$ cat src/rtl/conv_pkg.sv
// Shared constants and state encodings for the conv-layer data buffer.
package conv_pkg;
    localparam int IMG_W  = 28;
    localparam int IMG_H  = 28;
    localparam int WIN    = 5;
    localparam int ADDR_W = 5;

    typedef enum logic [1:0] {
        BANK_EMPTY   = 2'd0,
        BANK_FILLING = 2'd1,
        BANK_FULL    = 2'd2
    } bank_state_t;

    typedef enum logic {
        RD_IDLE = 1'b0,
        RD_BUSY = 1'b1
    } rd_state_t;
endpackage

$ cat src/rtl/data_buf_ctrl_if.sv
// Pixel-stream input, conv-engine column read port and start/done handshake.
interface data_buf_ctrl_if;
    import conv_pkg::*;

    logic              pix_in;
    logic              pix_in_vld;
    logic              pix_in_rdy;
    logic [ADDR_W-1:0] data_rd_addr;
    logic [ADDR_W-1:0] row_cnt;
    logic [WIN-1:0]    col_data;
    logic              cal_start;
    logic              cal_done;

    modport slave (
        input  pix_in, pix_in_vld, data_rd_addr, row_cnt, cal_done,
        output pix_in_rdy, col_data, cal_start
    );

    modport master (
        output pix_in, pix_in_vld, data_rd_addr, row_cnt, cal_done,
        input  pix_in_rdy, col_data, cal_start
    );
endinterface

$ cat src/rtl/data_bank.sv
// One IMG_H x IMG_W binary image store: single-pixel write, combinational
// WIN-row column read with zero padding outside the image.
module data_bank
    import conv_pkg::*;
(
    input  logic              clk,
    input  logic              we,
    input  logic [ADDR_W-1:0] wr_row,
    input  logic [ADDR_W-1:0] wr_col,
    input  logic              wr_bit,
    input  logic [ADDR_W-1:0] rd_row,
    input  logic [ADDR_W-1:0] rd_col,
    output logic [WIN-1:0]    rd_data
);
    logic [IMG_W-1:0] mem [IMG_H];

    // Pixel write; contents are deliberately left unreset.
    always_ff @(posedge clk) begin
        if (we) begin
            mem[wr_row][wr_col] <= wr_bit;
        end
    end

    // Rows past the bottom edge or columns past the right edge read as 0.
    for (genvar i = 0; i < WIN; i++) begin : g_rd
        logic [ADDR_W:0] row;
        assign row = {1'b0, rd_row} + (ADDR_W + 1)'(i);
        assign rd_data[i] = (row < (ADDR_W + 1)'(IMG_H) && rd_col < ADDR_W'(IMG_W))
                          ? mem[row[ADDR_W-1:0]][rd_col] : 1'b0;
    end
endmodule

$ cat src/rtl/data_buf_ctrl.sv
// Image buffer and column-read responder for the conv engine.
// Build option: DATA_BUF_PINGPONG_EN selects two banks (load next image while
// the current one is convolved); undefined gives a single bank.
module data_buf_ctrl
    import conv_pkg::*;
(
    input  logic           sclk,
    input  logic           s_rst_n,
    data_buf_ctrl_if.slave bus
);
    logic [ADDR_W-1:0] wr_col;
    logic [ADDR_W-1:0] wr_row;
    bank_state_t       bank_st [2];
    rd_state_t         rd_state;
    rd_state_t         rd_next;
    logic              wr_bank;
    logic              rd_bank;
    logic              accept;
    logic              last_pix;
    logic              release_bank;
    logic              start_next;
    logic [WIN-1:0]    rd_data0;
    logic [WIN-1:0]    rd_sel;

    assign bus.pix_in_rdy = s_rst_n && (bank_st[wr_bank] != BANK_FULL);
    assign accept   = bus.pix_in_vld && bus.pix_in_rdy;
    assign last_pix = accept && (wr_col == ADDR_W'(IMG_W - 1))
                             && (wr_row == ADDR_W'(IMG_H - 1));

    // Raster write position: column wraps into the next row, clears after the last pixel.
    always_ff @(posedge sclk) begin
        if (!s_rst_n) begin
            wr_col <= '0;
            wr_row <= '0;
        end else if (accept) begin
            if (wr_col == ADDR_W'(IMG_W - 1)) begin
                wr_col <= '0;
                wr_row <= (wr_row == ADDR_W'(IMG_H - 1)) ? '0 : wr_row + 1'b1;
            end else begin
                wr_col <= wr_col + 1'b1;
            end
        end
    end

    // Bank lifecycle: loading marks FILLING/FULL, release by the reader empties it.
    always_ff @(posedge sclk) begin
        if (!s_rst_n) begin
            bank_st[0] <= BANK_EMPTY;
            bank_st[1] <= BANK_EMPTY;
        end else begin
            for (int b = 0; b < 2; b++) begin
                if (release_bank && rd_bank == 1'(b)) begin
                    bank_st[b] <= BANK_EMPTY;
                end else if (accept && wr_bank == 1'(b)) begin
                    bank_st[b] <= last_pix ? BANK_FULL : BANK_FILLING;
                end
            end
        end
    end

    data_bank u_bank0 (
        .clk     (sclk),
        .we      (accept && !wr_bank),
        .wr_row  (wr_row),
        .wr_col  (wr_col),
        .wr_bit  (bus.pix_in),
        .rd_row  (bus.row_cnt),
        .rd_col  (bus.data_rd_addr),
        .rd_data (rd_data0)
    );

`ifdef DATA_BUF_PINGPONG_EN
    logic [WIN-1:0] rd_data1;

    // Writer moves on after a complete image; reader moves on after release.
    always_ff @(posedge sclk) begin
        if (!s_rst_n) begin
            wr_bank <= 1'b0;
            rd_bank <= 1'b0;
        end else begin
            if (last_pix)     wr_bank <= ~wr_bank;
            if (release_bank) rd_bank <= ~rd_bank;
        end
    end

    data_bank u_bank1 (
        .clk     (sclk),
        .we      (accept && wr_bank),
        .wr_row  (wr_row),
        .wr_col  (wr_col),
        .wr_bit  (bus.pix_in),
        .rd_row  (bus.row_cnt),
        .rd_col  (bus.data_rd_addr),
        .rd_data (rd_data1)
    );

    assign rd_sel = rd_bank ? rd_data1 : rd_data0;
`else
    assign wr_bank = 1'b0;
    assign rd_bank = 1'b0;
    assign rd_sel  = rd_data0;
`endif

    // Reader next state: start the engine on a full bank, release it on cal_done.
    always_comb begin
        rd_next      = rd_state;
        start_next   = 1'b0;
        release_bank = 1'b0;
        case (rd_state)
            RD_IDLE: begin
                if (bank_st[rd_bank] == BANK_FULL) begin
                    start_next = 1'b1;
                    rd_next    = RD_BUSY;
                end
            end
            RD_BUSY: begin
                if (bus.cal_done) begin
                    release_bank = 1'b1;
                    rd_next      = RD_IDLE;
                end
            end
            default: rd_next = RD_IDLE;
        endcase
    end

    // Reader state, cal_start pulse and one-cycle-latency column data.
    always_ff @(posedge sclk) begin
        if (!s_rst_n) begin
            rd_state      <= RD_IDLE;
            bus.cal_start <= 1'b0;
            bus.col_data  <= '0;
        end else begin
            rd_state      <= rd_next;
            bus.cal_start <= start_next;
            bus.col_data  <= rd_sel;
        end
    end
endmodule
$ cat src/flat_wrapper.sv
// flat-port wrapper written by rule: the top's interface ports become plain ports
module data_buf_ctrl_flat import conv_pkg::*;
  (sclk, s_rst_n, bus_pix_in, bus_pix_in_vld, bus_data_rd_addr, bus_row_cnt, bus_cal_done, bus_pix_in_rdy, bus_col_data, bus_cal_start);
  data_buf_ctrl_if bus_i ();
  input  logic sclk;
  input  logic s_rst_n;
  input wire logic [$bits(bus_i.pix_in)-1:0] bus_pix_in;
  input wire logic [$bits(bus_i.pix_in_vld)-1:0] bus_pix_in_vld;
  input wire logic [$bits(bus_i.data_rd_addr)-1:0] bus_data_rd_addr;
  input wire logic [$bits(bus_i.row_cnt)-1:0] bus_row_cnt;
  input wire logic [$bits(bus_i.cal_done)-1:0] bus_cal_done;
  output wire logic [$bits(bus_i.pix_in_rdy)-1:0] bus_pix_in_rdy;
  output wire logic [$bits(bus_i.col_data)-1:0] bus_col_data;
  output wire logic [$bits(bus_i.cal_start)-1:0] bus_cal_start;
  assign bus_i.pix_in = bus_pix_in;
  assign bus_i.pix_in_vld = bus_pix_in_vld;
  assign bus_i.data_rd_addr = bus_data_rd_addr;
  assign bus_i.row_cnt = bus_row_cnt;
  assign bus_i.cal_done = bus_cal_done;
  assign bus_pix_in_rdy = bus_i.pix_in_rdy;
  assign bus_col_data = bus_i.col_data;
  assign bus_cal_start = bus_i.cal_start;
  data_buf_ctrl u_core (.sclk(sclk), .s_rst_n(s_rst_n), .bus(bus_i));
endmodule
$ cat config.mk
export PLATFORM = sky130hd
export DESIGN_NAME = data_buf_ctrl_flat
export DESIGN_NICKNAME = d
export VERILOG_FILES = /design/src/rtl/conv_pkg.sv /design/src/rtl/data_buf_ctrl_if.sv /design/src/rtl/data_bank.sv /design/src/rtl/data_buf_ctrl.sv /design/src/flat_wrapper.sv
export SDC_FILE = /design/constraint.sdc
export NUM_CORES = 2
export LEC_CHECK = 0
export BUFFER_PORTS_ARGS = -buffer_cell sky130_fd_sc_hd__buf_4
export CAP_MARGIN = 20
export CELL_PAD_IN_SITES_DETAIL_PLACEMENT = 1
export CELL_PAD_IN_SITES_GLOBAL_PLACEMENT = 1
export CORE_UTILIZATION = 45
export CTS_CLUSTER_DIAMETER = 80
export DETAILED_ROUTE_END_ITERATION = 10
export PLACE_DENSITY = 0.77
export REMOVE_ABC_BUFFERS = 1
export SYNTH_ARGS = -nofsm -noshare
export SYNTH_HDL_FRONTEND = slang
export SYNTH_SLANG_ARGS = --single-unit
$ cat constraint.sdc
create_clock -name sclk -period 6 [get_ports sclk]
set_input_delay 0.6 -clock sclk [delete_from_list [all_inputs] [get_ports sclk]]
set_output_delay 0.6 -clock sclk [all_outputs]
set_load 0.05 [all_outputs]
==> results.json <==
{
  "clk_pin_slew_worst_paths_ns": 0.07,
  "power_frac_comb": 0.197,
  "criticalPathCategory": "input pin to flip-flop",
  "setup-tns-final_ns": 0,
  "root_buffer": "clkbuf_16",
  "wire_per_inst_um": 41.2,
  "die_h_um": 355,
  "swShare": 0.300,
  "cap_violations": 0,
  "whs_ns": 0.191,
  "maxSlewViolCount": 0,
  "maxClockFrequency_mhz": 213,
  "final-seq-area_mm2": 0.0239,
  "multi_input_area_mm2": 0.0298,
  "path_cells": "buf_4 > ha_1 > nand2_1 > xnor2_4 > buf_4 > nor3_1 > a2111oi_0 > o41ai_1 > nor4_1 > o31a_1 > o32a_1",
  "slew_headroom": 0.110,
  "cts_max_path_buffers": 3,
  "fin_nets": 4637,
  "drt_iter0_drc": 9342,
  "synth-seq-cells": 803,
  "vias": 49600,
  "cp.required_ns": 6.71,
  "overflow": 0,
  "cpMostUsedCell": "buf_4",
  "antenna_found_initial": 15,
  "postPlaceCellArea_mm2": 0.0577,
  "grt_pass1_vias": 48700,
  "worst_slew_pin_slew_ns": 1.33,
  "synth_edf_count": 786,
  "power.leakage_nw": 19.3,
  "hp-class": "input pin to flip-flop",
  "syn_avg_cell_area_um2": 11.7,
  "gp_congestion": 1.04,
  "synthToLayoutAreaGrowth_pct": 9.39,
  "synthCells": 4799,
  "async_reset_ff_frac": 0,
  "finalWirelength_mm": 261,
  "dr.pass1.iters": 6,
  "irDropWorstVdd_mv": 0.246,
  "period_share": 0.781,
  "setup_violations": 0,
  "synth_area_mm2": 0.0560,
  "critPathMaxFanout": 26,
  "core.rowCount": 129,
  "synth_top_area_share": 0.421,
  "switching_power_mw": 4.70,
  "grt_max_degree": 220,
  "crit_buf_inv": 2,
  "ys_types": 81,
  "boundaryPins": 22,
  "ys.flop_type": "edfxtp_1",
  "nFillCells": 12900,
  "fp.coreArea_mm2": 0.124,
  "slowest_stage": "a2111oi_0",
  "drc": 0,
  "design_area_mm2": 0.0613,
  "rrSetupSlack_ns": 2.18,
  "numCtsBuffers": 98,
  "yosys_warnings": 0,
  "period_minus_slack_ns": 4.69,
  "ant_nets": 0,
  "critPathTopFamily": "compound AO/OA/AOI/OAI gates",
  "htree_levels": 3,
  "via_per_inst": 7.83,
  "yosysSeqAreaShare": 0.428,
  "critPathArrivalTime_ns": 5.40,
  "io_buffer_count": 21,
  "power_density_mw_per_mm2": 256,
  "initial_core_util": 0.453,
  "postCtsSetupBuffers": 0,
  "clkLatencyLatePin_ns": 0.77,
  "worst_setup_path_start_kind": "input pin",
  "cp-end-kind": "flip-flop",
  "fin_skew_ns": 0.0456,
  "final_layout_size_suffix_gt1_frac": 0.231,
  "grtUsageTotal": 0.411,
  "pwr-share-clk": 0.409,
  "cts_hold_buffers": 0,
  "synth_area_leaders": "edfxtp_1 42%, mux4_2 25%, nor2_1 6.0%, nand2_1 4.6%, mux2i_1 3.7%",
  "dieArea_mm2": 0.126,
  "cts_tree": "built",
  "rsz0062_at_grt": "no",
  "p_seq_frac": 0.394,
  "p_int_mw": 11.0,
  "ctsResizeCount": 0,
  "grt_pass1_wl_mm": 368,
  "synth_top_cell_by_area": "edfxtp_1",
  "dpl.hpwl_mm": 165,
  "fp.dieW_um": 355,
  "slowest_delay_ns": 0.91,
  "hold_viol": 0,
  "numClockSinks": 803,
  "status": "finished clean"
}
[routing by layer]
metal	track usage	wire [µm]
met5	0.00830	274
met4	0.289	21800
met3	0.157	40300
met2	0.582	111000
met1	0.518	87900
[synthesized netlist by cell type (9+ instances only)]
master     count
o22ai_1       35
nor4_1        27
a32oi_1       24
nand2b_1      10
o221ai_1       9
buf_6         44
a22o_1        11
and2_1        13
a22oi_1       62
mux4_2       632
dfxtp_1       17
buf_2        116
a2111oi_0     13
nor2b_1       16
a221oi_1      16
clkbuf_1     249
o21ai_0       81
o31ai_1        9
a211oi_1      32
a21oi_1      127
edfxtp_1     786
o211ai_1      24
buf_4         46
nor2_1       892
nand2_1      687
mux2_2        33
nand3_1      133
xnor2_1       15
ha_1          14
a311oi_1      29
inv_1         10
buf_1         32
mux2i_1      207
nand4_1       42
and3_1        35
o311ai_0      15
a31oi_1       85
nor3_1        50
[logic make-up (layout without fill, tap and decap cells)]
group,count (synthesis),count (layout),synth area share
xor+xnor,22,22,0.00358
fa+ha+maj,14,14,0.00313
flops,803,803,0.428
other cells,0,13,0
mux,872,872,0.298
compound gates,644,644,0.0788
simple gates,1937,1937,0.143
buf+inv,507,397,0.0466
[power by group through the flow]
stage	registers, mW	logic, mW	clock network [mW]
after floorplan	6.30	1.77	0
after global placement	6.29	2.84	0
after detailed placement	6.29	2.89	0
after CTS	6.17	2.91	6.41
after global routing	6.17	3.09	6.60
final	6.18	3.08	6.40
[registers in the layout (all words and copies together), names as in the netlist]
register              flops
u_core.bus.col_data       5
u_core.bank_st            2
u_core.wr_row             5
u_core.rd_state           1
u_core.bus.cal_start      1
u_core.wr_col             5
u_core.u_bank0.mem      784
[layout by cell type (no fill, tap or decap), drive strengths merged, types with 15 or more instances in the layout]
cell    netlist  final
mux2         33     33
xnor2        16     16
a221oi       16     16
nand4        42     42
a31oi        85     85
nor4         27     27
o211ai       24     24
and3         35     35
o22ai        35     35
mux4        632    632
a21oi       128    128
o21ai        83     83
a32oi        24     24
nand2       687    687
inv          13     20
nand3       133    133
nor2        893    893
bufinv        0     17
clkinv        2     46
nor2b        16     16
a311oi       29     29
a22oi        62     62
edfxtp      786    786
a211oi       32     32
o311ai       15     15
buf         243    201
dfxtp        17     17
clkbuf      249    110
mux2i       207    207
nor3         50     50
[metrics by stage]
stage,util,cells,power [mW],setup slack [ns]
after global routing,0.495,6326,15.9,1.45
final,0.495,6339,15.7,1.31
after floorplan,-,4307,8.07,-7.52
after CTS,0.493,6317,15.5,1.57
after global placement,0.466,6135,9.13,0.893
after detailed placement,0.466,6136,9.18,0.791
[final timing paths]
kind	startpoint	to	cells after the start
setup / recovery	bus_row_cnt[2]	u_core.bus.col_data[1]$_SDFF_PN0_	11
hold / removal	bus_cal_done	u_core.bank_st[0][1]$_SDFFCE_PN0P_	2
setup reg to reg	u_core.bank_st[0][1]$_SDFFCE_PN0P_	u_core.u_bank0.mem[18][22]$_DFFE_PP_	5
hold reg to reg	u_core.wr_row[1]$_SDFFE_PN0P_	u_core.wr_row[1]$_SDFFE_PN0P_	2
[final cells by class]
cell class	count	area share
multi-input combinational	3489	0.487
sequential	803	0.391
clock buffer	110	0.0411
tap	1637	0.0334
timing repair buffer	201	0.0328
clock inverter	71	0.0136
inverter	15	0.00100
antenna	13	0.000531
(Power assumes the default switching activity.)
